[src/rtl/xyolo_write_sched_if.sv]
// Bus bundle for the YOLO write-stage sequencer: run/done handshake, pass
// configuration, and the B-side vread/vwrite ports plus xyolo load strobes.
interface xyolo_write_sched_if #(
  parameter int MEM_ADDR_W    = 10,
  parameter int VWRITE_ADDR_W = 10,
  parameter int CNT_W         = 10
);
  logic                     run;
  logic                     done;
  logic [MEM_ADDR_W-1:0]    start_addr;
  logic [MEM_ADDR_W-1:0]    tap_incr;
  logic [MEM_ADDR_W-1:0]    pix_shift;
  logic [CNT_W-1:0]         n_taps;
  logic [CNT_W-1:0]         n_out;
  logic [VWRITE_ADDR_W-1:0] out_base;
  logic                     maxpool;
  logic                     vread_enB;
  logic [MEM_ADDR_W-1:0]    vread_addrB;
  logic                     ld_acc;
  logic                     ld_mp;
  logic                     ld_res;
  logic                     vwrite_enB;
  logic [VWRITE_ADDR_W-1:0] vwrite_addrB;

  // Configuration source side (Versat config registers / controller)
  modport master (
    output run, start_addr, tap_incr, pix_shift, n_taps, n_out, out_base, maxpool,
    input  done, vread_enB, vread_addrB, ld_acc, ld_mp, ld_res, vwrite_enB, vwrite_addrB
  );

  // Sequencer side
  modport slave (
    input  run, start_addr, tap_incr, pix_shift, n_taps, n_out, out_base, maxpool,
    output done, vread_enB, vread_addrB, ld_acc, ld_mp, ld_res, vwrite_enB, vwrite_addrB
  );
endinterface

[src/rtl/xyolo_write_sched.sv]
// YOLO write-stage sequencer: issues one vread tap per cycle for a configured
// convolution pass and derives ld_acc/ld_res/ld_mp and vwrite strobes from
// issue-time tags carried through fixed-latency shift registers.
module xyolo_write_sched #(
  parameter int MEM_ADDR_W    = 10,
  parameter int VWRITE_ADDR_W = 10,
  parameter int CNT_W         = 10,
  parameter int RD_LAT        = 2,
  parameter int WR_LAT        = 3
) (
  input logic                clk,
  input logic                rst,
  xyolo_write_sched_if.slave bus
);
  localparam int RES_LAT = RD_LAT + 1;

  typedef enum logic [1:0] {IDLE, ISSUE, DRAIN} state_t;

  state_t                   state_q, state_d;
  logic                     done_q, done_d;
  logic                     readEn_q, readEn_d;
  logic [MEM_ADDR_W-1:0]    rdAddr_q, rdAddr_d;
  logic [MEM_ADDR_W-1:0]    base_q, base_d;
  logic [MEM_ADDR_W-1:0]    tapIncr_q, tapIncr_d;
  logic [MEM_ADDR_W-1:0]    pixShift_q, pixShift_d;
  logic [CNT_W-1:0]         nTaps_q, nTaps_d;
  logic [CNT_W-1:0]         nOut_q, nOut_d;
  logic [CNT_W-1:0]         tapCnt_q, tapCnt_d;
  logic [CNT_W-1:0]         outCnt_q, outCnt_d;
  logic                     maxpool_q, maxpool_d;
  logic [VWRITE_ADDR_W-1:0] wrAddr_q, wrAddr_d;
  logic [RD_LAT-1:0]        accPipe_q, accPipe_d;
  logic [RES_LAT-1:0]       resPipe_q, resPipe_d;
  logic [RES_LAT-1:0]       mpPipe_q, mpPipe_d;
  logic [RES_LAT-1:0]       wrTagPipe_q, wrTagPipe_d;
  logic [WR_LAT-1:0]        wrPipe_q, wrPipe_d;

  logic lastTap, lastOut, firstTag, lastTag, mpTag, wrTag;

  // Next-state logic: FSM, tap/output counters, address generation and strobe tags
  always_comb begin
    state_d     = state_q;
    tapIncr_d   = tapIncr_q;
    pixShift_d  = pixShift_q;
    nTaps_d     = nTaps_q;
    nOut_d      = nOut_q;
    maxpool_d   = maxpool_q;
    tapCnt_d    = tapCnt_q;
    outCnt_d    = outCnt_q;
    base_d      = base_q;
    rdAddr_d    = rdAddr_q;
    wrAddr_d    = wrAddr_q;

    lastTap  = (tapCnt_q == nTaps_q - CNT_W'(1));
    lastOut  = (outCnt_q == nOut_q - CNT_W'(1));
    firstTag = readEn_q && (tapCnt_q == '0);
    lastTag  = readEn_q && lastTap;
    mpTag    = maxpool_q && (outCnt_q[1:0] != 2'd0);
    wrTag    = !maxpool_q || (outCnt_q[1:0] == 2'd3) || lastOut;

    accPipe_d      = '0;
    resPipe_d      = '0;
    mpPipe_d       = '0;
    wrTagPipe_d    = '0;
    wrPipe_d       = '0;
    accPipe_d[0]   = firstTag;
    resPipe_d[0]   = lastTag;
    mpPipe_d[0]    = lastTag && mpTag;
    wrTagPipe_d[0] = lastTag && wrTag;
    wrPipe_d[0]    = wrTagPipe_q[RES_LAT-1];
    for (int k = 1; k < RD_LAT; k++) accPipe_d[k] = accPipe_q[k-1];
    for (int k = 1; k < RES_LAT; k++) begin
      resPipe_d[k]   = resPipe_q[k-1];
      mpPipe_d[k]    = mpPipe_q[k-1];
      wrTagPipe_d[k] = wrTagPipe_q[k-1];
    end
    for (int k = 1; k < WR_LAT; k++) wrPipe_d[k] = wrPipe_q[k-1];

    if (wrPipe_q[WR_LAT-1]) wrAddr_d = wrAddr_q + VWRITE_ADDR_W'(1);

    case (state_q)
      IDLE: begin
        if (bus.run && (bus.n_taps != '0) && (bus.n_out != '0)) begin
          state_d    = ISSUE;
          tapIncr_d  = bus.tap_incr;
          pixShift_d = bus.pix_shift;
          nTaps_d    = bus.n_taps;
          nOut_d     = bus.n_out;
          maxpool_d  = bus.maxpool;
          tapCnt_d   = '0;
          outCnt_d   = '0;
          base_d     = bus.start_addr;
          rdAddr_d   = bus.start_addr;
          wrAddr_d   = bus.out_base;
        end
      end
      ISSUE: begin
        if (lastTap) begin
          if (lastOut) begin
            state_d = DRAIN;
          end else begin
            tapCnt_d = '0;
            outCnt_d = outCnt_q + CNT_W'(1);
            base_d   = base_q + pixShift_q;
            rdAddr_d = base_q + pixShift_q;
          end
        end else begin
          tapCnt_d = tapCnt_q + CNT_W'(1);
          rdAddr_d = rdAddr_q + tapIncr_q;
        end
      end
      DRAIN: begin
        if ((accPipe_d == '0) && (resPipe_d == '0) && (wrPipe_d == '0)) state_d = IDLE;
      end
      default: state_d = IDLE;
    endcase

    readEn_d = (state_d == ISSUE);
    done_d   = (state_d == IDLE);
  end

  // State and output registers, cleared asynchronously so a mid-pass reset kills all strobes
  always_ff @(posedge clk or posedge rst) begin
    if (rst) begin
      state_q     <= IDLE;
      done_q      <= 1'b1;
      readEn_q    <= 1'b0;
      rdAddr_q    <= '0;
      base_q      <= '0;
      tapIncr_q   <= '0;
      pixShift_q  <= '0;
      nTaps_q     <= '0;
      nOut_q      <= '0;
      tapCnt_q    <= '0;
      outCnt_q    <= '0;
      maxpool_q   <= 1'b0;
      wrAddr_q    <= '0;
      accPipe_q   <= '0;
      resPipe_q   <= '0;
      mpPipe_q    <= '0;
      wrTagPipe_q <= '0;
      wrPipe_q    <= '0;
    end else begin
      state_q     <= state_d;
      done_q      <= done_d;
      readEn_q    <= readEn_d;
      rdAddr_q    <= rdAddr_d;
      base_q      <= base_d;
      tapIncr_q   <= tapIncr_d;
      pixShift_q  <= pixShift_d;
      nTaps_q     <= nTaps_d;
      nOut_q      <= nOut_d;
      tapCnt_q    <= tapCnt_d;
      outCnt_q    <= outCnt_d;
      maxpool_q   <= maxpool_d;
      wrAddr_q    <= wrAddr_d;
      accPipe_q   <= accPipe_d;
      resPipe_q   <= resPipe_d;
      mpPipe_q    <= mpPipe_d;
      wrTagPipe_q <= wrTagPipe_d;
      wrPipe_q    <= wrPipe_d;
    end
  end

  assign bus.done         = done_q;
  assign bus.vread_enB    = readEn_q;
  assign bus.vread_addrB  = rdAddr_q;
  assign bus.ld_acc       = accPipe_q[RD_LAT-1];
  assign bus.ld_res       = resPipe_q[RES_LAT-1];
  assign bus.ld_mp        = mpPipe_q[RES_LAT-1];
  assign bus.vwrite_enB   = wrPipe_q[WR_LAT-1];
  assign bus.vwrite_addrB = wrAddr_q;
endmodule

[src/flat_wrapper.sv]
// flat-port wrapper written by rule: the top's interface ports become plain ports
module xyolo_write_sched_flat 
#(
  parameter int MEM_ADDR_W    = 10,
  parameter int VWRITE_ADDR_W = 10,
  parameter int CNT_W         = 10,
  parameter int RD_LAT        = 2,
  parameter int WR_LAT        = 3
)
  (clk, rst, bus_run, bus_start_addr, bus_tap_incr, bus_pix_shift, bus_n_taps, bus_n_out, bus_out_base, bus_maxpool, bus_done, bus_vread_enB, bus_vread_addrB, bus_ld_acc, bus_ld_mp, bus_ld_res, bus_vwrite_enB, bus_vwrite_addrB);
  xyolo_write_sched_if #(.MEM_ADDR_W(MEM_ADDR_W), .VWRITE_ADDR_W(VWRITE_ADDR_W), .CNT_W(CNT_W)) bus_i ();
  input logic clk;
  input logic rst;
  input wire logic [$bits(bus_i.run)-1:0] bus_run;
  input wire logic [$bits(bus_i.start_addr)-1:0] bus_start_addr;
  input wire logic [$bits(bus_i.tap_incr)-1:0] bus_tap_incr;
  input wire logic [$bits(bus_i.pix_shift)-1:0] bus_pix_shift;
  input wire logic [$bits(bus_i.n_taps)-1:0] bus_n_taps;
  input wire logic [$bits(bus_i.n_out)-1:0] bus_n_out;
  input wire logic [$bits(bus_i.out_base)-1:0] bus_out_base;
  input wire logic [$bits(bus_i.maxpool)-1:0] bus_maxpool;
  output wire logic [$bits(bus_i.done)-1:0] bus_done;
  output wire logic [$bits(bus_i.vread_enB)-1:0] bus_vread_enB;
  output wire logic [$bits(bus_i.vread_addrB)-1:0] bus_vread_addrB;
  output wire logic [$bits(bus_i.ld_acc)-1:0] bus_ld_acc;
  output wire logic [$bits(bus_i.ld_mp)-1:0] bus_ld_mp;
  output wire logic [$bits(bus_i.ld_res)-1:0] bus_ld_res;
  output wire logic [$bits(bus_i.vwrite_enB)-1:0] bus_vwrite_enB;
  output wire logic [$bits(bus_i.vwrite_addrB)-1:0] bus_vwrite_addrB;
  assign bus_i.run = bus_run;
  assign bus_i.start_addr = bus_start_addr;
  assign bus_i.tap_incr = bus_tap_incr;
  assign bus_i.pix_shift = bus_pix_shift;
  assign bus_i.n_taps = bus_n_taps;
  assign bus_i.n_out = bus_n_out;
  assign bus_i.out_base = bus_out_base;
  assign bus_i.maxpool = bus_maxpool;
  assign bus_done = bus_i.done;
  assign bus_vread_enB = bus_i.vread_enB;
  assign bus_vread_addrB = bus_i.vread_addrB;
  assign bus_ld_acc = bus_i.ld_acc;
  assign bus_ld_mp = bus_i.ld_mp;
  assign bus_ld_res = bus_i.ld_res;
  assign bus_vwrite_enB = bus_i.vwrite_enB;
  assign bus_vwrite_addrB = bus_i.vwrite_addrB;
  xyolo_write_sched #(.MEM_ADDR_W(MEM_ADDR_W), .VWRITE_ADDR_W(VWRITE_ADDR_W), .CNT_W(CNT_W), .RD_LAT(RD_LAT), .WR_LAT(WR_LAT)) u_core (.clk(clk), .rst(rst), .bus(bus_i));
endmodule
[config.mk]
export PLATFORM = sky130hd
export DESIGN_NAME = xyolo_write_sched_flat
export DESIGN_NICKNAME = d
export VERILOG_FILES = /design/src/rtl/xyolo_write_sched_if.sv /design/src/rtl/xyolo_write_sched.sv /design/src/flat_wrapper.sv
export SDC_FILE = /design/constraint.sdc
export NUM_CORES = 1
export LEC_CHECK = 0
export CAP_MARGIN = 20
export CORE_MARGIN = 3
export CORE_UTILIZATION = 25
export DETAILED_ROUTE_END_ITERATION = 8
export PLACE_DENSITY_LB_ADDON = 0.08
export SLEW_MARGIN = 20
export SYNTH_ARGS = -nofsm -noshare
export SYNTH_HDL_FRONTEND = slang
export SYNTH_SLANG_ARGS = --single-unit
[constraint.sdc]
create_clock -name clk -period 7.02 [get_ports clk]
set_clock_uncertainty 0.15 [all_clocks]
set_input_delay 1.053 -clock clk [delete_from_list [all_inputs] [get_ports clk]]
set_output_delay 1.053 -clock clk [all_outputs]
set_load 0.01 [all_outputs]
==> impl_results.md <==
* Register area share after synthesis at 0.451
* DP HPWL at 11700 um
* Via density at 4.61
* Slew Limit Headroom at 0.321
* Slew Limit Fails at 0
* Peak supply drop at 0.133 mV
* # clock sinks at 109
* DRC violations left at 0
* Reg-to-reg setup timing slack at ~3.3 ns
* Synthesized area per cell at 9.06 um2
* Worst setup path end: u_core.tapCnt_q[7]
* Main combinational cell family by area after synthesis: simple AND/OR/NAND/NOR gates
* Critical path data arrival time at 3.85 ns
* Max Cap Viol at 0
* FF+latch count, synth at 109
* Core Util, Final at 0.321
* Gr usage total at 0.126
* Post-CTS Setup Bufs at 0
* Layout overhead on the synthesized area at 25.1%
* Final min period at 3.75 ns
* EDFF count, synth at 0
* Synth warnings at 0
* CTS tree: built
* Later-pin clock latency in the skew report at between 0.3 and 0.4 ns
* PostCTS Resize Cnt at 0
* Row count at 56
* Post-synth ARST share at 1.00
* Setup TNS at 0 ns
* Port Buffer Count at between 80 and 90
* ANT cells at 0
* Worst r2r path cells at 10
* Post-Route WL at 16100 um
* WP data required at a little over 7 ns
* Area of the multi-input gates at 3130 um2
* First-pass GRT wire length at 26400 um
* GPL Wtd Cong at slightly below 0.8
* IO Count at 90
* Lkg Pwr at around 3.3 nW
* Synth Area in Compound Gates at 0.128
* Num CTS Buffers at 9
* GRT Residual Overflow at 0
* Crit. End Element: flip-flop
* ANT nets after route at 0
* Pin count of the biggest net entering global routing at 75
* RSZ-0062 raised after global routing: false
* # H-tree levels at 3
* Post-Synth XOR/XNOR Area at 0.0738
* Fraction of layout cells with a size suffix above 1 at 0.0573
* CORE AREA at between 20000 and 25000 um2
* Placed Cells at 1054
* # fillers at 2507
* Max Clk Rate at 0.266 GHz
* Starting Density at 0.256
* CP startpoint kind: flip-flop
* Adder-cell share of the synthesized area at 0.0583
* Synth Area in Simple Gates at 0.228
* Final Instance Count excl. Fillers at 1070
* Crit Reg-Reg Endpoint: u_core.tapCnt_q[7]
* Cts hold-fix bufs at 0
* CP Class: flip-flop to flip-flop
* Register Area at 2730 um2
* Worst-path clk slew at approximately 0.070 ns
* Buffer depth of the longest clock path at 2
* Actual slew at the worst max-slew pin at between 1 and 1.5 ns
* Die height at around 160 um
* Hold Fails Final Rpt at 0
* Setup violators final at 0
* Pwr/cell area at 285 nW/um2
* CP max FO at 15
* Vias in the first global route at 5071
* Distinct cells, synth at between 60 and 70
* Tcrit/Tclk final at 0.535
* Initial drt markers at 261
* Die ar. at ~26000 um2
* Vias at 4933
* RR Startpoint: u_core.nTaps_q[0]
* Chip width at around 160 um
* Outcome: complete, no violations
* Worst min-delay path class: flip-flop to flip-flop
* Syn Inst Count at 668
* Pre-Repair DR Iteration Count at 4
* Antenna violations before repair at 0
* Synthesized cell area at 6050 um2
* Top_reg_cell synth: dfrtp_1
* Syn Nets at 759
* Nets at approximately 840
* Mux cell area share after synthesis at 0.0281
* Root buffer cell: clkbuf_16
* Critical Path Start: u_core.nTaps_q[0]
* Drt wl/cell at 15.1 um
==> flip-flops by register name, indices dropped and copies added, names as in the netlist, 3 cells and up <==
register / flops
u_core.nOut_q: 10
u_core.wrPipe_q: 3
u_core.bus.vwrite_addrB: 10
u_core.tapIncr_q: 10
u_core.base_q: 10
u_core.nTaps_q: 10
u_core.pixShift_q: 10
u_core.wrTagPipe_q: 3
u_core.bus.vread_addrB: 10
u_core.tapCnt_q: 10
u_core.resPipe_q: 3
u_core.outCnt_q: 10
u_core.mpPipe_q: 3
==> power by group <==
group	total, mW	internal (mW)	switching, mW
Sequential	0.859	0.739	0.120
Combinational	0.800	0.425	0.375
Clock	0.500	0.246	0.255
Total	2.16	1.41	0.750
==> worst max-delay path, cell delays in order, from the launching register on <==
cell,delay (ns)
dfrtp_1,0.43
inv_1,0.09
ha_1,0.25
or3b_1,0.38
or3_1,0.33
xnor2_1,0.16
nor4_4,0.34
nand3b_1,0.63
nand2_1,0.53
o21ai_0,0.14
a21o_1,0.23
==> synthesized netlist by cell type, drive strengths merged (3+ instances only) <==
master / number / area (um2)
a211o: 3 / 26.3
a211oi: 3 / 22.5
a21o: 7 / 52.6
a21oi: 14 / 70.1
a31oi: 11 / 83.8
and2: 3 / 18.8
and3: 8 / 50.1
buf: 6 / 27.5
clkbuf: 22 / 82.6
dfrtp: 108 / 2700
ha: 25 / 313
inv: 24 / 90.1
mux2: 8 / 90.1
mux2i: 8 / 80.1
nand2: 156 / 586
nand2b: 5 / 31.3
nand3: 15 / 75.1
nand3b: 4 / 33.8
nand4: 12 / 75.1
nor2: 42 / 158
nor2b: 4 / 25.0
nor3: 13 / 76.3
nor3b: 5 / 37.5
nor4: 13 / 103
o21a: 5 / 37.5
o21ai: 46 / 230
o31a: 4 / 35.0
o31ai: 4 / 35.0
or3: 5 / 31.3
or4: 4 / 30.0
xnor2: 29 / 254
xor2: 22 / 193
==> cell usage in the layout, fill, tap and decap left out, types with 3 or more instances in the layout <==
cell | Yosys | routed
a211o_1 | 3 | 3
a211oi_1 | 3 | 3
a21o_1 | 7 | 7
a21oi_1 | 14 | 14
a31oi_1 | 10 | 10
and2_1 | 3 | 3
and3_1 | 8 | 8
buf_4 | 0 | 6
clkbuf_16 | 0 | 9
clkdlybuf4s50_1 | 0 | 89
clkinv_4 | 0 | 3
dfrtp_1 | 108 | 108
ha_1 | 25 | 25
inv_1 | 24 | 23
inv_6 | 0 | 3
mux2_2 | 8 | 8
mux2i_1 | 8 | 8
nand2_1 | 156 | 156
nand2b_1 | 5 | 5
nand3_1 | 15 | 15
nand3b_1 | 3 | 3
nand4_1 | 12 | 12
nor2_1 | 42 | 41
nor2b_1 | 4 | 4
nor3_1 | 12 | 12
nor3b_1 | 5 | 5
nor4_1 | 11 | 11
o21a_1 | 5 | 5
o21ai_0 | 45 | 45
o31a_1 | 4 | 4
o31ai_1 | 3 | 3
or3_1 | 5 | 5
or4_1 | 4 | 4
xnor2_1 | 29 | 29
xor2_1 | 22 | 22
==> through the flow <==
stage / worst slack, ns / cell area (um2) / total power, mW / hold WS [ns]
finish: 3.27 / 7570 / 2.16 / 0.202
global route: 2.95 / 7570 / 2.33 / 0.211
CTS: 3.24 / 7570 / 2.20 / 0.205
detailed placement: 3.16 / 7280 / 1.68 / 0.187
global placement: 3.16 / 7280 / 1.68 / 0.184
floorplan: 2.94 / 6050 / 1.40 / 0.181
==> worst min-delay path by stage <==
stage                          start               endpoint  slack, ns  depth (start not counted)
2_1_floorplan     u_core.mpPipe_q[0]     u_core.mpPipe_q[1]       0.18                          0
6_report       u_core.wrTagPipe_q[1]  u_core.wrTagPipe_q[2]       0.20                          0
5_1_grt        u_core.wrTagPipe_q[1]  u_core.wrTagPipe_q[2]       0.21                          0
4_1_cts        u_core.wrTagPipe_q[1]  u_core.wrTagPipe_q[2]       0.21                          0
3_5_place_dp   u_core.wrTagPipe_q[1]  u_core.wrTagPipe_q[2]       0.19                          0
3_3_place_gp   u_core.wrTagPipe_q[1]  u_core.wrTagPipe_q[2]       0.18                          0
==> cell families (layout without fill, tap and decap cells) <==
| logic type | after synthesis | count (layout) |
|---|---|---|
| compound gates | 118 | 118 |
| flops | 109 | 109 |
| fa+ha+maj | 27 | 27 |
| simple gates | 295 | 295 |
| buf+inv | 52 | 135 |
| mux | 16 | 16 |
| xor+xnor | 51 | 51 |
==> per-layer routing <==
metal | vias to the layer above | part of all wire | global-route usage
li1 | 2462 | - | -
met1 | 2368 | 0.46 | 0.161
met2 | 90 | 0.49 | 0.217
met3 | 13 | 0.036 | 0.0280
met4 | 0 | 0.0089 | 0.0329
met5 | - | 0 | 0
==> cell type report <==
cell class              count  share of cell area
flip-flops and latches    109               0.360
clock inverters             7             0.00777
repair buffers             95               0.124
inverters                  24              0.0126
clock buffers               9              0.0297
well taps                 319              0.0527
multi-input cells         507               0.413
(Power assumes the default switching activity.)
